$ cat config.mk
export PLATFORM = sky130hd
export DESIGN_NAME = exec_writeback_flat
export DESIGN_NICKNAME = d
export VERILOG_FILES = /design/src/rtl/exec_wb_pkg.sv /design/src/rtl/exec_wb_if.sv /design/src/rtl/exec_wb_fifo.sv /design/src/rtl/exec_writeback.sv /design/src/flat_wrapper.sv
export SDC_FILE = /design/constraint.sdc
export NUM_CORES = 1
export LEC_CHECK = 0
export CAP_MARGIN = 40
export CORE_ASPECT_RATIO = 0.75
export CORE_MARGIN = 3
export CORE_UTILIZATION = 49
export CTS_BUF_LIST = sky130_fd_sc_hd__clkbuf_4 sky130_fd_sc_hd__clkbuf_8
export DETAILED_ROUTE_END_ITERATION = 12
export GPL_ROUTABILITY_DRIVEN = 0
export PLACE_DENSITY_LB_ADDON = 0.2
export SYNTH_ARGS = -nofsm -noshare
export SYNTH_HDL_FRONTEND = slang
export SYNTH_SLANG_ARGS = --single-unit
$ cat constraint.sdc
create_clock -name clk_i -period 2.35 [get_ports clk_i]
set_clock_uncertainty 0.05 [all_clocks]
set_input_delay 0.235 -clock clk_i [delete_from_list [all_inputs] [get_ports clk_i]]
set_output_delay 0.235 -clock clk_i [all_outputs]
set_load 0.01 [all_outputs]
$ cat src/rtl/exec_wb_pkg.sv
// Shared types for the execution writeback stage: unit select, flag bit positions
// and the queued commit entry.
package exec_wb_pkg;

    localparam int WB_WORD_WIDTH = 8;
    localparam int WB_ADDR_WIDTH = 3;
    localparam int FLAGS_WIDTH   = 5;

    typedef enum logic [1:0] {
        UNIT_ARITH  = 2'd0,
        UNIT_LOGIC  = 2'd1,
        UNIT_LSHIFT = 2'd2,
        UNIT_RSHIFT = 2'd3
    } unit_sel_e;

    localparam int FLAG_CF = 0;
    localparam int FLAG_ZF = 1;
    localparam int FLAG_OF = 2;
    localparam int FLAG_PF = 3;
    localparam int FLAG_SF = 4;

    typedef struct packed {
        logic [WB_ADDR_WIDTH-1:0] addr;
        logic [WB_WORD_WIDTH-1:0] data;
        logic [FLAGS_WIDTH-1:0]   flags;
        logic                     flags_we;
    } wb_entry_t;

endpackage

$ cat src/rtl/exec_wb_if.sv
// Bundle between the execution units, the writeback stage and the RF write port.
// master = upstream/RF side driving results and stall, slave = writeback stage.
interface exec_wb_if
    import exec_wb_pkg::*;
#(
    parameter int WORD_WIDTH    = WB_WORD_WIDTH,
    parameter int ADDRESS_WIDTH = WB_ADDR_WIDTH
) ();

    logic                     valid_i;
    logic                     ready_o;
    unit_sel_e                unit_sel_i;
    logic [ADDRESS_WIDTH-1:0] dest_i;
    logic                     flags_we_i;
    logic [WORD_WIDTH-1:0]    ab_r_i;
    logic [WORD_WIDTH-1:0]    lb_r_i;
    logic [WORD_WIDTH-1:0]    ls_r_i;
    logic [WORD_WIDTH-1:0]    rs_r_i;
    logic [FLAGS_WIDTH-1:0]   ab_flags_i;
    logic [FLAGS_WIDTH-1:0]   lb_flags_i;
    logic [FLAGS_WIDTH-1:0]   ls_flags_i;
    logic [FLAGS_WIDTH-1:0]   rs_flags_i;
    logic                     stall_i;
    logic                     wr_en_o;
    logic [ADDRESS_WIDTH-1:0] wr_addr_o;
    logic [WORD_WIDTH-1:0]    wr_data_o;

    modport master (
        output valid_i, unit_sel_i, dest_i, flags_we_i,
               ab_r_i, lb_r_i, ls_r_i, rs_r_i,
               ab_flags_i, lb_flags_i, ls_flags_i, rs_flags_i, stall_i,
        input  ready_o, wr_en_o, wr_addr_o, wr_data_o
    );

    modport slave (
        input  valid_i, unit_sel_i, dest_i, flags_we_i,
               ab_r_i, lb_r_i, ls_r_i, rs_r_i,
               ab_flags_i, lb_flags_i, ls_flags_i, rs_flags_i, stall_i,
        output ready_o, wr_en_o, wr_addr_o, wr_data_o
    );

endinterface

$ cat src/rtl/exec_wb_fifo.sv
// In-order queue of writeback entries with occupancy count; no pass-through when full.
// Head entry is read combinationally so the RF port always sees it.
module exec_wb_fifo
    import exec_wb_pkg::*;
#(
    parameter  int DEPTH = 2,
    localparam int CW    = $clog2(DEPTH + 1),
    localparam int PW    = (DEPTH > 1) ? $clog2(DEPTH) : 1
) (
    input  logic          clk_i,
    input  logic          arst_i,
    input  logic          push_i,
    input  logic          pop_i,
    input  wb_entry_t     push_data_i,
    output wb_entry_t     head_o,
    output logic [CW-1:0] count_o,
    output logic          full_o,
    output logic          empty_o
);

    wb_entry_t     mem_q [DEPTH];
    logic [PW-1:0] wr_ptr_q, wr_ptr_d;
    logic [PW-1:0] rd_ptr_q, rd_ptr_d;
    logic [CW-1:0] count_q, count_d;
    logic          do_push, do_pop;

    function automatic logic [PW-1:0] ptr_inc(input logic [PW-1:0] p);
        return (p == PW'(DEPTH - 1)) ? '0 : p + PW'(1);
    endfunction

    assign full_o  = (count_q == CW'(DEPTH));
    assign empty_o = (count_q == '0);
    assign do_push = push_i && !full_o;
    assign do_pop  = pop_i && !empty_o;
    assign head_o  = mem_q[rd_ptr_q];
    assign count_o = count_q;

    always_comb begin
        wr_ptr_d = wr_ptr_q;
        rd_ptr_d = rd_ptr_q;
        count_d  = count_q;
        if (do_push) wr_ptr_d = ptr_inc(wr_ptr_q);
        if (do_pop)  rd_ptr_d = ptr_inc(rd_ptr_q);
        if (do_push && !do_pop)      count_d = count_q + CW'(1);
        else if (do_pop && !do_push) count_d = count_q - CW'(1);
    end

    always_ff @(posedge clk_i or posedge arst_i) begin
        if (arst_i) begin
            wr_ptr_q <= '0;
            rd_ptr_q <= '0;
            count_q  <= '0;
        end else begin
            wr_ptr_q <= wr_ptr_d;
            rd_ptr_q <= rd_ptr_d;
            count_q  <= count_d;
        end
    end

    // Storage needs no reset: an entry is only visible once count covers it.
    always_ff @(posedge clk_i) begin
        if (do_push) mem_q[wr_ptr_q] <= push_data_i;
    end

endmodule

$ cat src/rtl/exec_writeback.sv
// Commit stage: selects the issuing unit's result, queues it, writes the RF and
// updates the architectural flags. Optional same-cycle bypass: EXEC_WB_BYPASS_EN.
module exec_writeback
    import exec_wb_pkg::*;
#(
    parameter int WORD_WIDTH    = WB_WORD_WIDTH,
    parameter int ADDRESS_WIDTH = WB_ADDR_WIDTH,
    parameter int DEPTH         = 2
) (
    input  logic                            clk_i,
    input  logic                            arst_i,
    exec_wb_if.slave                        wb,
    output logic [FLAGS_WIDTH-1:0]          flags_o,
    output logic                            cf_o,
    output logic [2**ADDRESS_WIDTH-1:0]     pending_o,
    output logic [$clog2(DEPTH+1)-1:0]      count_o
);

    localparam int CW = $clog2(DEPTH + 1);

    wb_entry_t              push_entry, head_entry, commit_entry;
    logic [WORD_WIDTH-1:0]  res_sel;
    logic [FLAGS_WIDTH-1:0] flg_sel;
    logic                   fifo_push, fifo_pop, fifo_full, fifo_empty;
    logic                   bypass, commit;
    logic [CW-1:0]          fifo_count;
    logic                   ready_en_q, ready_en_d;
    logic [FLAGS_WIDTH-1:0] flags_q, flags_d;

    always_comb begin
        res_sel = wb.ab_r_i;
        flg_sel = wb.ab_flags_i;
        case (wb.unit_sel_i)
            UNIT_ARITH:  begin res_sel = wb.ab_r_i; flg_sel = wb.ab_flags_i; end
            UNIT_LOGIC:  begin res_sel = wb.lb_r_i; flg_sel = wb.lb_flags_i; end
            UNIT_LSHIFT: begin res_sel = wb.ls_r_i; flg_sel = wb.ls_flags_i; end
            UNIT_RSHIFT: begin res_sel = wb.rs_r_i; flg_sel = wb.rs_flags_i; end
        endcase
    end

    assign push_entry = '{addr: wb.dest_i, data: res_sel, flags: flg_sel, flags_we: wb.flags_we_i};

`ifdef EXEC_WB_BYPASS_EN
    // Empty queue and a free RF port: commit straight from the inputs.
    assign bypass       = wb.valid_i && ready_en_q && fifo_empty && !wb.stall_i;
    assign commit_entry = fifo_empty ? push_entry : head_entry;
`else
    assign bypass       = 1'b0;
    assign commit_entry = head_entry;
`endif

    // ready_en_q keeps ready low for the first cycle after reset release.
    assign wb.ready_o = ready_en_q && !fifo_full;
    assign fifo_push  = wb.valid_i && wb.ready_o && !bypass;
    assign fifo_pop   = !fifo_empty && !wb.stall_i;
    assign commit     = fifo_pop || bypass;

    assign wb.wr_en_o   = commit;
    assign wb.wr_addr_o = commit_entry.addr;
    assign wb.wr_data_o = commit_entry.data;

    exec_wb_fifo #(.DEPTH(DEPTH)) u_fifo (
        .clk_i       (clk_i),
        .arst_i      (arst_i),
        .push_i      (fifo_push),
        .pop_i       (fifo_pop),
        .push_data_i (push_entry),
        .head_o      (head_entry),
        .count_o     (fifo_count),
        .full_o      (fifo_full),
        .empty_o     (fifo_empty)
    );

    always_comb begin
        ready_en_d = 1'b1;
        flags_d    = flags_q;
        if (commit && commit_entry.flags_we) flags_d = commit_entry.flags;
    end

    always_ff @(posedge clk_i or posedge arst_i) begin
        if (arst_i) begin
            ready_en_q <= 1'b0;
            flags_q    <= '0;
        end else begin
            ready_en_q <= ready_en_d;
            flags_q    <= flags_d;
        end
    end

    // Per-register count of queued writers; a bit drops when its last writer commits.
    genvar gi;
    generate
        for (gi = 0; gi < 2**ADDRESS_WIDTH; gi++) begin : g_pend
            logic [CW-1:0] cnt_q, cnt_d;
            logic          inc, dec;

            always_comb begin
                inc   = fifo_push && (push_entry.addr == ADDRESS_WIDTH'(gi));
                dec   = fifo_pop && (head_entry.addr == ADDRESS_WIDTH'(gi));
                cnt_d = cnt_q;
                if (inc && !dec)      cnt_d = cnt_q + CW'(1);
                else if (dec && !inc) cnt_d = cnt_q - CW'(1);
            end

            always_ff @(posedge clk_i or posedge arst_i) begin
                if (arst_i) cnt_q <= '0;
                else        cnt_q <= cnt_d;
            end

            assign pending_o[gi] = (cnt_q != '0);
        end
    endgenerate

    assign flags_o = flags_q;
    assign cf_o    = flags_q[FLAG_CF];
    assign count_o = fifo_count;

endmodule

$ cat src/flat_wrapper.sv
// flat-port wrapper written by rule: the top's interface ports become plain ports
module exec_writeback_flat import exec_wb_pkg::*;
#(
    parameter int WORD_WIDTH    = WB_WORD_WIDTH,
    parameter int ADDRESS_WIDTH = WB_ADDR_WIDTH,
    parameter int DEPTH         = 2
)
  (clk_i, arst_i, flags_o, cf_o, pending_o, count_o, wb_valid_i, wb_unit_sel_i, wb_dest_i, wb_flags_we_i, wb_ab_r_i, wb_lb_r_i, wb_ls_r_i, wb_rs_r_i, wb_ab_flags_i, wb_lb_flags_i, wb_ls_flags_i, wb_rs_flags_i, wb_stall_i, wb_ready_o, wb_wr_en_o, wb_wr_addr_o, wb_wr_data_o);
  exec_wb_if #(.WORD_WIDTH(WORD_WIDTH), .ADDRESS_WIDTH(ADDRESS_WIDTH)) wb_i ();
  input  logic clk_i;
  input  logic arst_i;
  output logic [FLAGS_WIDTH-1:0] flags_o;
  output logic cf_o;
  output logic [2**ADDRESS_WIDTH-1:0] pending_o;
  output logic [$clog2(DEPTH+1)-1:0] count_o;
  input wire logic [$bits(wb_i.valid_i)-1:0] wb_valid_i;
  input wire logic [$bits(wb_i.unit_sel_i)-1:0] wb_unit_sel_i;
  input wire logic [$bits(wb_i.dest_i)-1:0] wb_dest_i;
  input wire logic [$bits(wb_i.flags_we_i)-1:0] wb_flags_we_i;
  input wire logic [$bits(wb_i.ab_r_i)-1:0] wb_ab_r_i;
  input wire logic [$bits(wb_i.lb_r_i)-1:0] wb_lb_r_i;
  input wire logic [$bits(wb_i.ls_r_i)-1:0] wb_ls_r_i;
  input wire logic [$bits(wb_i.rs_r_i)-1:0] wb_rs_r_i;
  input wire logic [$bits(wb_i.ab_flags_i)-1:0] wb_ab_flags_i;
  input wire logic [$bits(wb_i.lb_flags_i)-1:0] wb_lb_flags_i;
  input wire logic [$bits(wb_i.ls_flags_i)-1:0] wb_ls_flags_i;
  input wire logic [$bits(wb_i.rs_flags_i)-1:0] wb_rs_flags_i;
  input wire logic [$bits(wb_i.stall_i)-1:0] wb_stall_i;
  output wire logic [$bits(wb_i.ready_o)-1:0] wb_ready_o;
  output wire logic [$bits(wb_i.wr_en_o)-1:0] wb_wr_en_o;
  output wire logic [$bits(wb_i.wr_addr_o)-1:0] wb_wr_addr_o;
  output wire logic [$bits(wb_i.wr_data_o)-1:0] wb_wr_data_o;
  assign wb_i.valid_i = wb_valid_i;
  assign wb_i.unit_sel_i = wb_unit_sel_i;
  assign wb_i.dest_i = wb_dest_i;
  assign wb_i.flags_we_i = wb_flags_we_i;
  assign wb_i.ab_r_i = wb_ab_r_i;
  assign wb_i.lb_r_i = wb_lb_r_i;
  assign wb_i.ls_r_i = wb_ls_r_i;
  assign wb_i.rs_r_i = wb_rs_r_i;
  assign wb_i.ab_flags_i = wb_ab_flags_i;
  assign wb_i.lb_flags_i = wb_lb_flags_i;
  assign wb_i.ls_flags_i = wb_ls_flags_i;
  assign wb_i.rs_flags_i = wb_rs_flags_i;
  assign wb_i.stall_i = wb_stall_i;
  assign wb_ready_o = wb_i.ready_o;
  assign wb_wr_en_o = wb_i.wr_en_o;
  assign wb_wr_addr_o = wb_i.wr_addr_o;
  assign wb_wr_data_o = wb_i.wr_data_o;
  exec_writeback #(.WORD_WIDTH(WORD_WIDTH), .ADDRESS_WIDTH(ADDRESS_WIDTH), .DEPTH(DEPTH)) u_core (.clk_i(clk_i), .arst_i(arst_i), .wb(wb_i), .flags_o(flags_o), .cf_o(cf_o), .pending_o(pending_o), .count_o(count_o));
endmodule
==> flow_summary.yaml <==
global_routing:
  grt_usage_pct: 17.3
  grt.overflow.total: 0
  grt.met3_usage_pct: 6.75
  grt.met1_usage_pct: 19.0
  antenna_found_initial: 0
  met2_usage_pct: 31.1
  grt_pass1_wl_um: 9440
  grt_pass1_vias: 2066
  grt_max_degree: 27
  grt_most_used_layer: "met2"
sta:
  period_minus_slack_ps: 2200
  fmax_mhz: 454
  tns_ps: 0
  drv_slew: 0
  hold_viol: 0
  setup_slack_ps: 146
  rsz0062_at_grt: "no"
  maxSlewHeadroom_pct: 63.7
  finalCritPeriodShare_pct: 93.8
  setup_viol: 0
  worst_pin_slew_ps: 543
clock_network:
  htreeDepth: 3
  path_clk_slew_ps: 70
  cts_tree: "built"
  cts_buffer_depth: 2
  root_buffer: "clkbuf_8"
  clk_latency_ps: 330
  cts_buffers: 9
  post_cts_buffers: 0
  hold_buffers: 0
  numClockSinks: 60
route:
  antenna_left: 0
  wl_um: 5840
  drtIter0Drc: 79
  drtPass1Iterations: 4
  vias_per_cell: 5.06
  vias: 1923
  wl_per_cell_um: 15.4
  drc: 0
job:
  drv_cap: 0
critical_path:
  cp_cell_sequence: "buf_4, mux2_2, clkdlybuf4s50_1"
  cpMaxStageDelayCell: "clkdlybuf4s50_1"
  criticalPathCategory: "flip-flop to output pin"
  cp_max_fo: 14
  cpPeakStageDelay_ps: 490
  required_ps: 2070
  critPathLaunchType: "flip-flop"
  end_kind: "output pin"
  cp_top_family: "buffers and inverters"
  crit_buf_inv: 2
  crit_arrival_ps: 1920
floorplan:
  initial_utilization_pct: 51.6
  die_w_um: 97.4
  ios: 91
  rows: 24
  core-area_um2: 5950
  die_h_um: 74.5
  dieArea_um2: 7260
synthesis:
  synth.area.top_cells: "edfxtp_1 (33%), dfrtp_1 (21%), mux4_1 (9.4%)"
  ys_seq_elements: 60
  synth_nets: 277
  yosysWarnings: 0
  synth_area_um2: 3070
  ys_types: 30
  synth_area_leader_cell: "edfxtp_1"
  yosysSeqAreaShare_pct: 54.5
  yosysTopAreaCellShare_pct: 33.3
  synthCells: 206
  postSynthAreaPerCell_um2: 14.9
run_status:
  status: "finished clean"
pwr:
  power_density_nw_per_um2: 982
  p_leak_nw: 1.65
  ir_worst_vdd_mv: 0.477
placement:
  dp.final_hpwl_um: 4500
  port-buffer-count: 90
  dp_slack_ps: 297
  post-place-cells: 364
layout:
  nets: 368
  fin_util_pct: 70.3
  final-instance-count-excl-fill: 380
  diodes: 0
  drive_gt1_share_pct: 19.9
  area_growth_pct: 36.3
hold_path:
  hp-class: "input pin to asynchronous set/reset pin"
## worst register-to-register path, stage by stage (launching register included)
cell	delay, ps
dfrtp_2	450
mux2_2	380
nor2_1	270
nand2_1	110
ha_1	210
xor2_1	160
nor2_1	130
xor2_1	180
## per-stage QoR
step                hold slack (ps)  power (mW)  instance area (um2)
global placement                396        3.30                 4010
finish                          221        4.10                 4180
floorplan                       225        2.70                 3070
CTS                             222        4.15                 4180
detailed placement              400        3.34                 4010
global route                    258        4.35                 4180
## cell usage in the layout, fill, tap and decap left out
| cell type | count |
|---|---|
| and2_1 | 1 |
| buf_12 | 2 |
| buf_4 | 4 |
| clkbuf_4 | 4 |
| clkbuf_8 | 9 |
| clkdlybuf4s50_1 | 90 |
| clkinv_1 | 1 |
| clkinv_2 | 2 |
| conb_1 | 1 |
| dfrtp_1 | 25 |
| dfrtp_2 | 1 |
| edfxtp_1 | 34 |
| ha_1 | 9 |
| inv_1 | 5 |
| inv_2 | 1 |
| mux2_2 | 14 |
| mux2_4 | 5 |
| mux2i_1 | 1 |
| mux2i_2 | 1 |
| mux2i_4 | 1 |
| mux4_1 | 11 |
| mux4_2 | 2 |
| nand2_1 | 9 |
| nand2b_1 | 3 |
| nand3_2 | 1 |
| nand4_1 | 1 |
| nor2_1 | 17 |
| nor2_2 | 2 |
| nor2_4 | 1 |
| nor2b_2 | 1 |
| nor3_1 | 4 |
| nor4_1 | 1 |
| o21bai_4 | 1 |
| or2_2 | 8 |
| xnor2_1 | 11 |
| xor2_1 | 18 |
## cells in the mapped netlist
cell / number
nor2b_2: 1
edfxtp_1: 34
buf_6: 3
ha_1: 9
and2_1: 1
inv_2: 1
mux4_2: 2
nor3_1: 4
nand2b_1: 3
mux2_2: 14
mux4_1: 11
nor2_4: 1
xnor2_1: 11
conb_1: 1
buf_4: 12
o21bai_4: 1
mux2i_4: 1
nor4_1: 1
mux2i_2: 1
mux2_4: 5
nand4_1: 1
xor2_1: 18
nand2_1: 9
or2_2: 8
nor2_1: 19
buf_2: 1
dfrtp_1: 26
mux2i_1: 1
nand3_2: 1
inv_1: 5
## final timing paths
| path | slack (ps) | endpoint | cells past startpoint | startpoint |
|---|---|---|---|---|
| min in group clk_i | 410 | u_core.g_pend[1].cnt_q[1] | 1 | u_core.g_pend[1].cnt_q[1] |
| worst min register to register | 410 | u_core.g_pend[1].cnt_q[1] | 1 | u_core.g_pend[1].cnt_q[1] |
| worst min-delay path | 220 | u_core.g_pend[1].cnt_q[1] | 3 | arst_i |
| max in group asynchronous | 1730 | u_core.u_fifo.rd_ptr_q | 3 | arst_i |
| worst max register to register | 330 | u_core.g_pend[0].cnt_q[1] | 7 | u_core.u_fifo.rd_ptr_q |
| worst max-delay path | 150 | wb_wr_data_o[7] | 3 | u_core.u_fifo.rd_ptr_q |
## power breakdown
| part | total (mW) | leakage, nW | internal, mW | switching (mW) |
|---|---|---|---|---|
| registers | 1.67 | 0.617 | 1.44 | 0.230 |
| clock network | 0.789 | 0.0925 | 0.423 | 0.366 |
| logic | 1.65 | 0.944 | 1.00 | 0.641 |
## kinds of logic (layout without fill, tap and decap cells)
family,Yosys count,count (layout),share of synthesized area [%]
other cells,1,1,0.122
fa+ha+maj,9,9,3.67
simple gates,49,49,7.91
compound gates,1,1,0.612
flops,60,60,54.5
xor+xnor,29,29,8.28
buf+inv,22,118,4.93
mux,35,35,20.0
## state kept, by name (all words and copies together), names as in the netlist
name and flops:
u_core.g_pend.cnt_q 16, u_core.flags_o 5, u_core.u_fifo.count_o 2, u_core.u_fifo.mem_q 34, u_core.ready_en_q 1, u_core.u_fifo.wr_ptr_q 1
u_core.u_fifo.rd_ptr_q 1
## layer usage
metal / wire length (um) / part of all wire, % / vias up
li1: - / - / 912
met1: 2390 / 41 / 936
met2: 2990 / 51 / 65
met3: 392 / 6.7 / 10
met4: 67 / 1.1 / 0
met5: 0 / 0 / -
## timing repair
item                                    4_1_cts  5_1_grt
resized for setup                             0        1
endpoints found under the setup margin        0        8
hold endpoints to repair                      0        0
## final cells by class
type	count	area, um2
Timing Repair Buffer	96	971
Inverter	6	22.5
Clock buffer	13	154
Fill cell	418	1760
Multi-Input combinational cell	124	1250
Sequential cell	60	1670
Tap cell	78	97.6
Clock inverter	3	13.8
(Power assumes the default switching activity.)
